--- src/rtl/vhdci_mux_arbiter.sv ---
// vhdci_mux_arbiter: shares a 7-bit link payload among NUM_CH byte channels.
// Each TX byte is sent as a header word (channel + high nibble) followed by a
// tail word (parity + low nibble). Channels are served round-robin. The RX
// side reassembles header/tail pairs into bytes, checks the framing and the
// parity, and counts errors.
module vhdci_mux_arbiter #(
    parameter int NUM_CH = 4
) (
    input  logic                  clk_in,
    input  logic                  rst_n_in,
    input  logic                  mux_synced_in,
    input  logic [NUM_CH-1:0]     tx_valid_in,
    input  logic [8*NUM_CH-1:0]   tx_data_in,
    output logic [NUM_CH-1:0]     tx_ready_out,
    output logic [6:0]            mux_data_out,
    input  logic [6:0]            mux_data_in,
    output logic [NUM_CH-1:0]     rx_valid_out,
    output logic [7:0]            rx_data_out,
    output logic                  tx_drop_out,
    output logic                  rx_err_out,
    output logic [7:0]            rx_err_cnt_out
);

    typedef enum logic {TX_ARB = 1'b0, TX_TAIL = 1'b1} tx_state_t;
    typedef enum logic {RX_WAIT_HEAD = 1'b0, RX_WAIT_TAIL = 1'b1} rx_state_t;

    tx_state_t   tx_state_reg, tx_state_next;
    rx_state_t   rx_state_reg, rx_state_next;

    logic [1:0]  last_grant_reg;
    logic [7:0]  tx_byte_reg;
    logic [6:0]  mux_data_reg, mux_data_next;
    logic        tx_drop_reg, tx_drop_next;
    logic        grant_found, grant_fire;
    logic [1:0]  grant_ch;
    logic [3:0]  valid_ext, ready_ext;
    logic [7:0]  ch_data [4];

    logic [1:0]        rx_ch_reg;
    logic [3:0]        rx_hi_reg;
    logic [NUM_CH-1:0] rx_valid_reg;
    logic [7:0]        rx_data_reg;
    logic              rx_err_reg;
    logic [7:0]        rx_err_cnt_reg;
    logic              word_head, word_tail;
    logic [7:0]        rx_byte;
    logic              rx_good, rx_err_next;
    logic [3:0]        rx_onehot;

    // Channel requests widened to the full 2-bit channel space so the
    // round-robin search can index with a 2-bit channel number.
    assign valid_ext = 4'(tx_valid_in);

    genvar gi;
    generate
        for (gi = 0; gi < 4; gi++) begin : g_ch_data
            if (gi < NUM_CH) begin : g_used
                assign ch_data[gi] = tx_data_in[8*gi +: 8];
            end else begin : g_unused
                assign ch_data[gi] = 8'h00;
            end
        end
    endgenerate

    // Round-robin search starting one past the last granted channel.
    always_comb begin
        logic [2:0] cand;
        cand        = '0;
        grant_found = 1'b0;
        grant_ch    = '0;
        for (int k = 1; k <= NUM_CH; k++) begin
            cand = {1'b0, last_grant_reg} + 3'(k);
            if (cand >= 3'(NUM_CH)) begin
                cand = cand - 3'(NUM_CH);
            end
            if (!grant_found && valid_ext[cand[1:0]]) begin
                grant_found = 1'b1;
                grant_ch    = cand[1:0];
            end
        end
    end

    assign grant_fire = (tx_state_reg == TX_ARB) && mux_synced_in && grant_found;

    // TX state register.
    always_ff @(posedge clk_in or negedge rst_n_in) begin
        if (!rst_n_in) begin
            tx_state_reg <= TX_ARB;
        end else begin
            tx_state_reg <= tx_state_next;
        end
    end

    // TX next state: every grant is followed by exactly one tail cycle.
    always_comb begin
        tx_state_next = tx_state_reg;
        case (tx_state_reg)
            TX_ARB:  if (grant_fire) tx_state_next = TX_TAIL;
            TX_TAIL: tx_state_next = TX_ARB;
            default: tx_state_next = TX_ARB;
        endcase
    end

    // TX outputs: ready strobe, next payload word, drop indication.
    always_comb begin
        ready_ext     = '0;
        mux_data_next = 7'h00;
        tx_drop_next  = 1'b0;
        case (tx_state_reg)
            TX_ARB: begin
                if (grant_fire) begin
                    ready_ext[grant_ch] = rst_n_in;
                    mux_data_next       = {1'b1, grant_ch, ch_data[grant_ch][7:4]};
                end
            end
            TX_TAIL: begin
                if (mux_synced_in) begin
                    mux_data_next = {2'b01, ^tx_byte_reg, tx_byte_reg[3:0]};
                end else begin
                    tx_drop_next  = 1'b1;
                end
            end
            default: ;
        endcase
    end

    assign tx_ready_out = ready_ext[NUM_CH-1:0];

    // TX datapath: latched byte, grant pointer and registered link word.
    always_ff @(posedge clk_in or negedge rst_n_in) begin
        if (!rst_n_in) begin
            last_grant_reg <= 2'(NUM_CH - 1);
            tx_byte_reg    <= 8'h00;
            mux_data_reg   <= 7'h00;
            tx_drop_reg    <= 1'b0;
        end else begin
            if (grant_fire) begin
                last_grant_reg <= grant_ch;
                tx_byte_reg    <= ch_data[grant_ch];
            end
            mux_data_reg <= mux_data_next;
            tx_drop_reg  <= tx_drop_next;
        end
    end

    assign mux_data_out = mux_data_reg;
    assign tx_drop_out  = tx_drop_reg;

    // Received word classification; nothing is decoded while the link is down.
    assign word_head = mux_synced_in && mux_data_in[6];
    assign word_tail = mux_synced_in && !mux_data_in[6] && mux_data_in[5];
    assign rx_byte   = {rx_hi_reg, mux_data_in[3:0]};

    // RX state register.
    always_ff @(posedge clk_in or negedge rst_n_in) begin
        if (!rst_n_in) begin
            rx_state_reg <= RX_WAIT_HEAD;
        end else begin
            rx_state_reg <= rx_state_next;
        end
    end

    // RX next state: a header always leads to WAIT_TAIL, anything else back to WAIT_HEAD.
    always_comb begin
        rx_state_next = RX_WAIT_HEAD;
        if (word_head) begin
            rx_state_next = RX_WAIT_TAIL;
        end
    end

    // RX outputs: good byte completion or framing/parity/channel error.
    always_comb begin
        rx_good     = 1'b0;
        rx_err_next = 1'b0;
        case (rx_state_reg)
            RX_WAIT_HEAD: rx_err_next = word_tail;
            RX_WAIT_TAIL: begin
                if (word_tail) begin
                    if ((mux_data_in[4] == ^rx_byte) && (int'(rx_ch_reg) < NUM_CH)) begin
                        rx_good = 1'b1;
                    end else begin
                        rx_err_next = 1'b1;
                    end
                end else begin
                    rx_err_next = mux_synced_in;
                end
            end
            default: ;
        endcase
    end

    assign rx_onehot = 4'b0001 << rx_ch_reg;

    // RX datapath: header capture, byte delivery and saturating error count.
    always_ff @(posedge clk_in or negedge rst_n_in) begin
        if (!rst_n_in) begin
            rx_ch_reg      <= '0;
            rx_hi_reg      <= '0;
            rx_valid_reg   <= '0;
            rx_data_reg    <= 8'h00;
            rx_err_reg     <= 1'b0;
            rx_err_cnt_reg <= 8'h00;
        end else begin
            if (word_head) begin
                rx_ch_reg <= mux_data_in[5:4];
                rx_hi_reg <= mux_data_in[3:0];
            end
            rx_valid_reg <= rx_good ? rx_onehot[NUM_CH-1:0] : '0;
            if (rx_good) begin
                rx_data_reg <= rx_byte;
            end
            rx_err_reg <= rx_err_next;
            if (rx_err_next && (rx_err_cnt_reg != 8'hFF)) begin
                rx_err_cnt_reg <= rx_err_cnt_reg + 8'd1;
            end
        end
    end

    assign rx_valid_out   = rx_valid_reg;
    assign rx_data_out    = rx_data_reg;
    assign rx_err_out     = rx_err_reg;
    assign rx_err_cnt_out = rx_err_cnt_reg;

endmodule

--- config.mk ---
export PLATFORM = sky130hd
export DESIGN_NAME = vhdci_mux_arbiter
export DESIGN_NICKNAME = d
export VERILOG_FILES = /design/src/rtl/vhdci_mux_arbiter.sv
export SDC_FILE = /design/constraint.sdc
export NUM_CORES = 1
export LEC_CHECK = 0
export BUFFER_PORTS_ARGS = -buffer_cell sky130_fd_sc_hd__buf_2
export CAP_MARGIN = 20
export CORE_ASPECT_RATIO = 1.4
export CORE_UTILIZATION = 54
export CTS_CLUSTER_SIZE = 20
export DETAILED_ROUTE_END_ITERATION = 10
export GPL_ROUTABILITY_DRIVEN = 0
export MAX_ROUTING_LAYER = met4
export PLACE_DENSITY = 0.81
export SYNTH_ARGS = -nofsm -noshare
export SYNTH_HDL_FRONTEND = slang
export SYNTH_SLANG_ARGS = --single-unit
--- constraint.sdc ---
create_clock -name clk_in -period 4 [get_ports clk_in]
set_clock_uncertainty 0.2 [all_clocks]
set_input_delay 0.2 -clock clk_in [delete_from_list [all_inputs] [get_ports clk_in]]
set_output_delay 0.2 -clock clk_in [all_outputs]
set_load 0.005 [all_outputs]
==> impl_metrics.json, run 1 <==
{
  "drc": 12,
  "antenna_cells": 0,
  "fillers": 289,
  "maxSlewHeadroom_pct": 36.56,
  "ir_worst_vdd_mv": 0.4570,
  "ant_nets": 0,
  "cp_max_fo": 21,
  "dieArea_sq_um": 4520,
  "seq_power_share_pct": 44.0,
  "use_met2_pct": 43.65,
  "drv_slew": 0,
  "dp_cells": 315,
  "clock-root-buffer": "clkbuf_8",
  "start_util_pct": 57.60,
  "finalHoldViolations": 0,
  "grt_setup_unrepaired": "false",
  "grt_pass1_wl_mm": 8.024,
  "cts-resized-gates": 0,
  "cp-end-kind": "output port",
  "clk_pin_slew_ns": 0.08,
  "clock_latency_ns": 0.30,
  "drt-wirelength-per-cell_microns": 13.96,
  "clock-sinks": 46,
  "die_h_microns": 79.15,
  "p_leak_nw": 1.483,
  "reg2reg_slack_ns": 1.67,
  "p_per_area_nw_per_um2": 535.2,
  "antenna_found_initial": 0,
  "post_dp_cell_area_sq_um": 2709,
  "comb_power_share_pct": 34.0,
  "synthCells": 200,
  "rows": 27,
  "nets": 335,
  "areaGrowthSynthToFinish_pct": 26.92,
  "critical_path_class": "primary input to output port",
  "critPathRequiredTime_ns": 3.60,
  "startpoint_type": "primary input",
  "crit_slowest_cell": "nand3b_1",
  "cts_tree": "built",
  "initialDrtViolationCount": 90,
  "hold_path.class": "primary input to flop",
  "grt_max_degree": 49,
  "cts_made_buffers": 5,
  "io_buffers": 78,
  "h-tree-depth": 2,
  "netlist_area_sq_um": 2296,
  "postCtsSetupBuffers": 0,
  "clkPwrFrac_pct": 22.1,
  "drv_cap": 0,
  "fin_setup_tns_ns": 0,
  "max_freq_mhz": 366.2,
  "crit_path_cell_trace": "dlygate4sd3_1 -> buf_2 -> nand3b_1 -> inv_1 -> nand2_1 -> nor3_1 -> buf_2",
  "crit_arrival_ns": 2.33,
  "num_vias": 1784,
  "path_common_cell": "buf_2",
  "critPathTopFamily": "buffers and inverters",
  "mostFrequentLayoutCell": "buf_2",
  "setup_viol": 0,
  "fin_crit_ns": 2.731,
  "core_area_sq_um": 3986,
  "vias_per_cell": 5.373,
  "fin_crit_sh_pct": 68.27,
  "crit_buf_inv": 4,
  "syn-mean-instance-area_sq_um": 11.48,
  "worstMarginPinSlew_ns": 0.9485,
  "stdcell_area_sq_um": 2914,
  "max_stage_delay_ns": 0.59,
  "violations": "DRC",
  "ios": 79,
  "cts_buffer_depth": 2,
  "dpl.hpwl_mm": 3.447,
  "power.internal_mw": 1.075,
  "synth.ff_latch_count": 46,
  "yosysWarnings": 0,
  "p_sw_uw": 484.9,
  "whs_ns": 0.03602,
  "drive_gt1_share_pct": 40.83,
  "die_x_microns": 57.11,
  "globalRouteMet1Util_pct": 25.08,
  "grt_remaining_overflow": 0,
  "grt.busiest_layer": "met2",
  "final_cell_mix": "buf_2, dfrtp_1, nand2_1",
  "syn_nets": 247,
  "track_usage_pct": 23.97,
  "globalRouteMet3Util_pct": 5.537,
  "firstDrtPassIters": 7,
  "swShare_pct": 31.09,
  "wl_mm": 4.636,
  "status": "finished with violations",
  "grt_pass1_vias": 1875,
  "fin_cells": 332,
  "yosysSeqAreaShare_pct": 50.25,
  "synth_cell_types": 38
}
[path summary, 6_finish.rpt]
path / from / end / depth (start not counted)
worst max-delay path: mux_synced_in / tx_ready_out[1] / 7
worst min-delay path: tx_data_in[13] / mux_data_out[1] / 3
worst max register to register: last_grant_reg[1] / tx_byte_reg[5] / 4
worst min register to register: rx_ch_reg[1] / rx_valid_out[0] / 1
max in group asynchronous: rst_n_in / rx_data_out[0] / 3
min in group asynchronous: rst_n_in / rx_valid_out[3] / 3
[cell usage after synthesis]
library cell	n	share of area, %
nor3_1	8	1.7
a21oi_1	1	0.22
dfstp_2	2	2.3
nand3_1	8	1.7
xnor2_1	14	5.3
nand2_1	20	3.3
xor2_1	3	1.1
o21ai_2	4	1.5
and2_1	1	0.27
xnor3_1	2	2.0
mux2_4	1	0.65
nor2b_1	4	1.1
o21ai_0	4	0.87
dfrtp_1	44	48
a211oi_2	1	0.54
and3_1	2	0.54
inv_1	6	0.98
buf_6	1	0.49
nand2b_1	3	0.82
or2b_1	1	0.33
o221ai_1	4	1.5
o22ai_1	1	0.27
nand4b_1	1	0.38
o21a_1	1	0.33
a211oi_4	1	0.87
mux2_2	18	8.8
nor3b_1	1	0.33
buf_4	3	0.98
mux2i_1	17	7.4
ha_1	1	0.54
nand3b_1	1	0.33
clkbuf_1	3	0.49
nand4_1	3	0.82
buf_2	1	0.22
nor2_1	7	1.1
and4_1	1	0.38
nand2_2	1	0.27
o21ai_1	5	1.1
[logic make-up after synthesis]
kind of cell | Yosys count | synth area share (%)
and+or+nand+nor | 62 | 13.46
DFF | 46 | 50.25
muxes | 36 | 16.89
AOI/OAI and AO/OA | 22 | 7.248
xor gates and xnor gates | 19 | 8.447
buffers and inverters | 14 | 3.160
adders and majority gates | 1 | 0.5449
[worst min-delay path: cells and delay by family]
kind / cells / cell delay, ns
AO/OA/AOI/OAI: 1 / 0.15
buffers and inverters: 1 / 0.08
multiplexers: 1 / 0.08
[metal layers]
| metal | wire, microns | vias up | part of all wire, % |
|---|---|---|---|
| li1 | - | 870 | - |
| met1 | 1755 | 850 | 38 |
| met2 | 2581 | 56 | 56 |
| met3 | 233 | 8 | 5.0 |
| met4 | 65 | 0 | 1.4 |
| met5 | 0 | - | 0 |
[power groups by stage]
| stage | Combinational (mW) | Sequential (mW) | Clock, mW |
|---|---|---|---|
| global placement | 0.512 | 0.690 | 0 |
| CTS | 0.537 | 0.688 | 0.353 |
| floorplan | 0.356 | 0.687 | 0 |
| detailed placement | 0.532 | 0.696 | 0 |
| finish | 0.530 | 0.686 | 0.344 |
| global route | 0.584 | 0.706 | 0.369 |
[what timing repair did]
item | CTS | global route
endpoints found under the hold margin | 55 | 0
setup endpoints to repair | 0 | 0
hold buffers | 8 | 0
[stage by stage]
step,total power [mW],worst slack (ns),utilization (%)
6_report,1.560,1.269,73.10
3_3_place_gp,1.203,1.388,67.95
5_1_grt,1.658,1.083,73.10
3_5_place_dp,1.228,1.301,67.95
2_1_floorplan,1.042,1.882,-
4_1_cts,1.579,1.155,72.82
[cell type report]
cell class                 instances  area [sq um]  area share [%]
clock inverter                     3         45.04           1.546
clock buffer                       5         68.82           2.362
inverter                           6         22.52          0.7729
timing repair buffer              89         496.7           17.05
sequential                        46          1154           39.59
multi-input combinational        140          1074           36.84
tap                               43         53.80           1.846
(Power assumes the default switching activity.)
==> inputs of run 2 (changes only) <==
--- a/config.mk
+++ b/config.mk
@@ -8,12 +8,12 @@
 export BUFFER_PORTS_ARGS = -buffer_cell sky130_fd_sc_hd__buf_2
 export CAP_MARGIN = 20
 export CORE_ASPECT_RATIO = 1.4
-export CORE_UTILIZATION = 54
+export CORE_UTILIZATION = 50
 export CTS_CLUSTER_SIZE = 20
 export DETAILED_ROUTE_END_ITERATION = 10
 export GPL_ROUTABILITY_DRIVEN = 0
 export MAX_ROUTING_LAYER = met4
-export PLACE_DENSITY = 0.81
+export PLACE_DENSITY = 0.76
 export SYNTH_ARGS = -nofsm -noshare
 export SYNTH_HDL_FRONTEND = slang
 export SYNTH_SLANG_ARGS = --single-unit
==> constraint.sdc (replaced) <==
create_clock -name clk_in -period 2.7 [get_ports clk_in]
set_clock_uncertainty 0.2 [all_clocks]
set_input_delay 0.135 -clock clk_in [delete_from_list [all_inputs] [get_ports clk_in]]
set_output_delay 0.135 -clock clk_in [all_outputs]
set_load 0.005 [all_outputs]
==> run 2 against run 1 <==
Effect of this change:
- core utilization decreased by 3.9 points
- largest cell class unchanged
- the run now ends clean
- wire length is 3.7% higher
- largest power group unchanged
- cell count is 7.8% higher
==> impl_metrics.json, run 2 (same netlist as run 1, synthesis figures left out) <==
{
  "clock_latency_ns": 0.29,
  "worstMarginPinSlew_ns": 0.3892,
  "post_dp_cell_area_sq_um": 2756,
  "crit_arrival_ns": 2.54,
  "critical_path_class": "flop to flop",
  "r2r.worst_path.cells": 7,
  "cts_tree": "built",
  "cp-end-kind": "flop",
  "dpl.hpwl_mm": 3.487,
  "setup_ws_ns": 0.1335,
  "cp_max_fo": 15,
  "antenna_cells": 0,
  "hp-start": "tx_data_in[4]",
  "drc": 0,
  "worstReg2RegEnd": "mux_data_out[0]",
  "grt_pass1_wl_mm": 7.507,
  "core_area_sq_um": 4309,
  "clk_pin_slew_ns": 0.09,
  "swShare_pct": 31.84,
  "grt_max_degree": 32,
  "h-tree-depth": 2,
  "hold_end": "tx_byte_reg[4]",
  "drive_gt1_share_pct": 39.93,
  "clkPwrFrac_pct": 18.6,
  "firstDrtPassIters": 4,
  "grt_pass1_vias": 1786,
  "cts_buffer_depth": 2,
  "final_cell_mix": "buf_2, dfrtp_1, nand2_1",
  "track_usage_pct": 21.48,
  "p_sw_uw": 707.4,
  "start_util_pct": 53.28,
  "clock-sinks": 46,
  "dieArea_sq_um": 4871,
  "fin_crit_sh_pct": 95.05,
  "vias_per_cell": 5.078,
  "fillers": 354,
  "critPathRequiredTime_ns": 2.67,
  "startpoint_type": "flop",
  "p_per_area_nw_per_um2": 744.9,
  "ios": 79,
  "die_x_microns": 59.27,
  "max_freq_mhz": 389.6,
  "maxSlewHeadroom_pct": 74.05,
  "reg2reg_slack_ns": 0.13,
  "finalHoldViolations": 0,
  "crit_path_cell_trace": "nand2b_1 -> o21ai_1 -> a211oi_2 -> buf_4 -> mux2i_1 -> dlygate4sd3_1 -> o221ai_1",
  "areaGrowthSynthToFinish_pct": 29.92,
  "die_h_microns": 82.18,
  "grt_remaining_overflow": 0,
  "drv_slew": 0,
  "antenna_found_initial": 0,
  "final_util_pct": 69.22,
  "multi_input_area_sq_um": 1070,
  "power.internal_mw": 1.514,
  "comb_power_share_pct": 36.0,
  "max_stage_delay_ns": 0.58,
  "reg2reg_from": "last_grant_reg[0]",
  "rows": 28,
  "holdPathStages": 3,
  "status": "finished clean",
  "setup_viol": 0,
  "io_buffers": 78,
  "hold_path.class": "primary input to flop",
  "seq_power_share_pct": 45.5,
  "cts-resized-gates": 0,
  "ir_worst_vdd_mv": 0.4609,
  "crit_slowest_cell": "dlygate4sd3_1",
  "initialDrtViolationCount": 32,
  "seq_area_sq_um": 1154,
  "place_ws_ns": 0.5607,
  "power_mw": 2.222,
  "stdcell_area_sq_um": 2983,
  "cts_made_buffers": 5,
  "fin_setup_tns_ns": 0,
  "num_vias": 1818,
  "mostFrequentLayoutCell": "buf_2",
  "ant_nets": 0,
  "drt-wirelength-per-cell_microns": 13.43,
  "fin_crit_ns": 2.566,
  "grt_setup_unrepaired": "false",
  "p_leak_nw": 1.518,
  "nets": 344,
  "clock-root-buffer": "clkbuf_8",
  "wl_mm": 4.808,
  "drv_cap": 0
}
-- run 2: cell types whose count changed in the layout (fill, tap and decap cells not counted) --
cell	before	now
clkbuf_1	0	1
buf_4	2	6
clkinv_4	0	1
bufinv_16	1	0
mux2i_2	1	0
mux2i_1	16	17
clkinvlp_4	2	0
buf_6	1	0
dlygate4sd3_1	8	14
clkinv_2	0	1
-- run 2: power groups by stage --
stage | Combinational (mW) | Sequential [mW] | Clock, mW
after floorplan | 0.527 | 1.02 | 0
final | 0.799 | 1.01 | 0.413
after detailed placement | 0.787 | 1.02 | 0
after global routing | 0.881 | 1.04 | 0.440
after CTS | 0.809 | 1.01 | 0.420
after global placement | 0.764 | 1.02 | 0
-- run 2: per-stage QoR --
stage,std cells,hold slack [ns]
2_1_floorplan,200,-0.3606
3_3_place_gp,336,-0.1265
3_5_place_dp,336,-0.1278
4_1_cts,358,0.00001493
5_1_grt,358,0.005522
6_report,358,0.007724
-- run 2: area by class of cell --
type,instances,area share [%]
well taps,60,2.517
flip-flops and latches,46,38.67
clock buffers,6,2.433
multi-input cells,140,35.86
clock inverters,2,0.4614
repair buffers,98,19.30
inverters,6,0.7550
-- run 2: critical path, delay by kind of cell (launching register included) --
| kind | cells | cell delay [ns] |
|---|---|---|
| buf+inv | 2 | 0.84 |
| flops | 1 | 0.55 |
| compound gates | 3 | 0.42 |
| mux | 1 | 0.26 |
| simple gates | 1 | 0.17 |
-- run 2: worst max path at each step --
| stage | slack (ns) | startpoint | end | cells past startpoint |
|---|---|---|---|---|
| global placement | 0.63 | rx_hi_reg[1] | rx_err_cnt_out[1] | 6 |
| CTS | 0.14 | last_grant_reg[0] | mux_data_out[0] | 7 |
| floorplan | 0.58 | last_grant_reg[0] | tx_byte_reg[3] | 6 |
| detailed placement | 0.56 | rx_hi_reg[1] | rx_err_cnt_out[1] | 6 |
| finish | 0.13 | last_grant_reg[0] | mux_data_out[0] | 7 |
| global route | 0.03 | last_grant_reg[0] | mux_data_out[1] | 7 |
-- run 2: routing by layer --
metal	wire, microns	up-vias	track usage, %
met3	163	4	4.361
met1	1889	865	21.01
li1	-	893	-
met4	34	0	8.333
met5	0	-	-
met2	2721	56	40.56
-- run 2: repair_timing --
item                                   4_1_cts  5_1_grt
endpoints found under the hold margin       28        0
hold buffers                                14        0
buffers inserted                             0        0
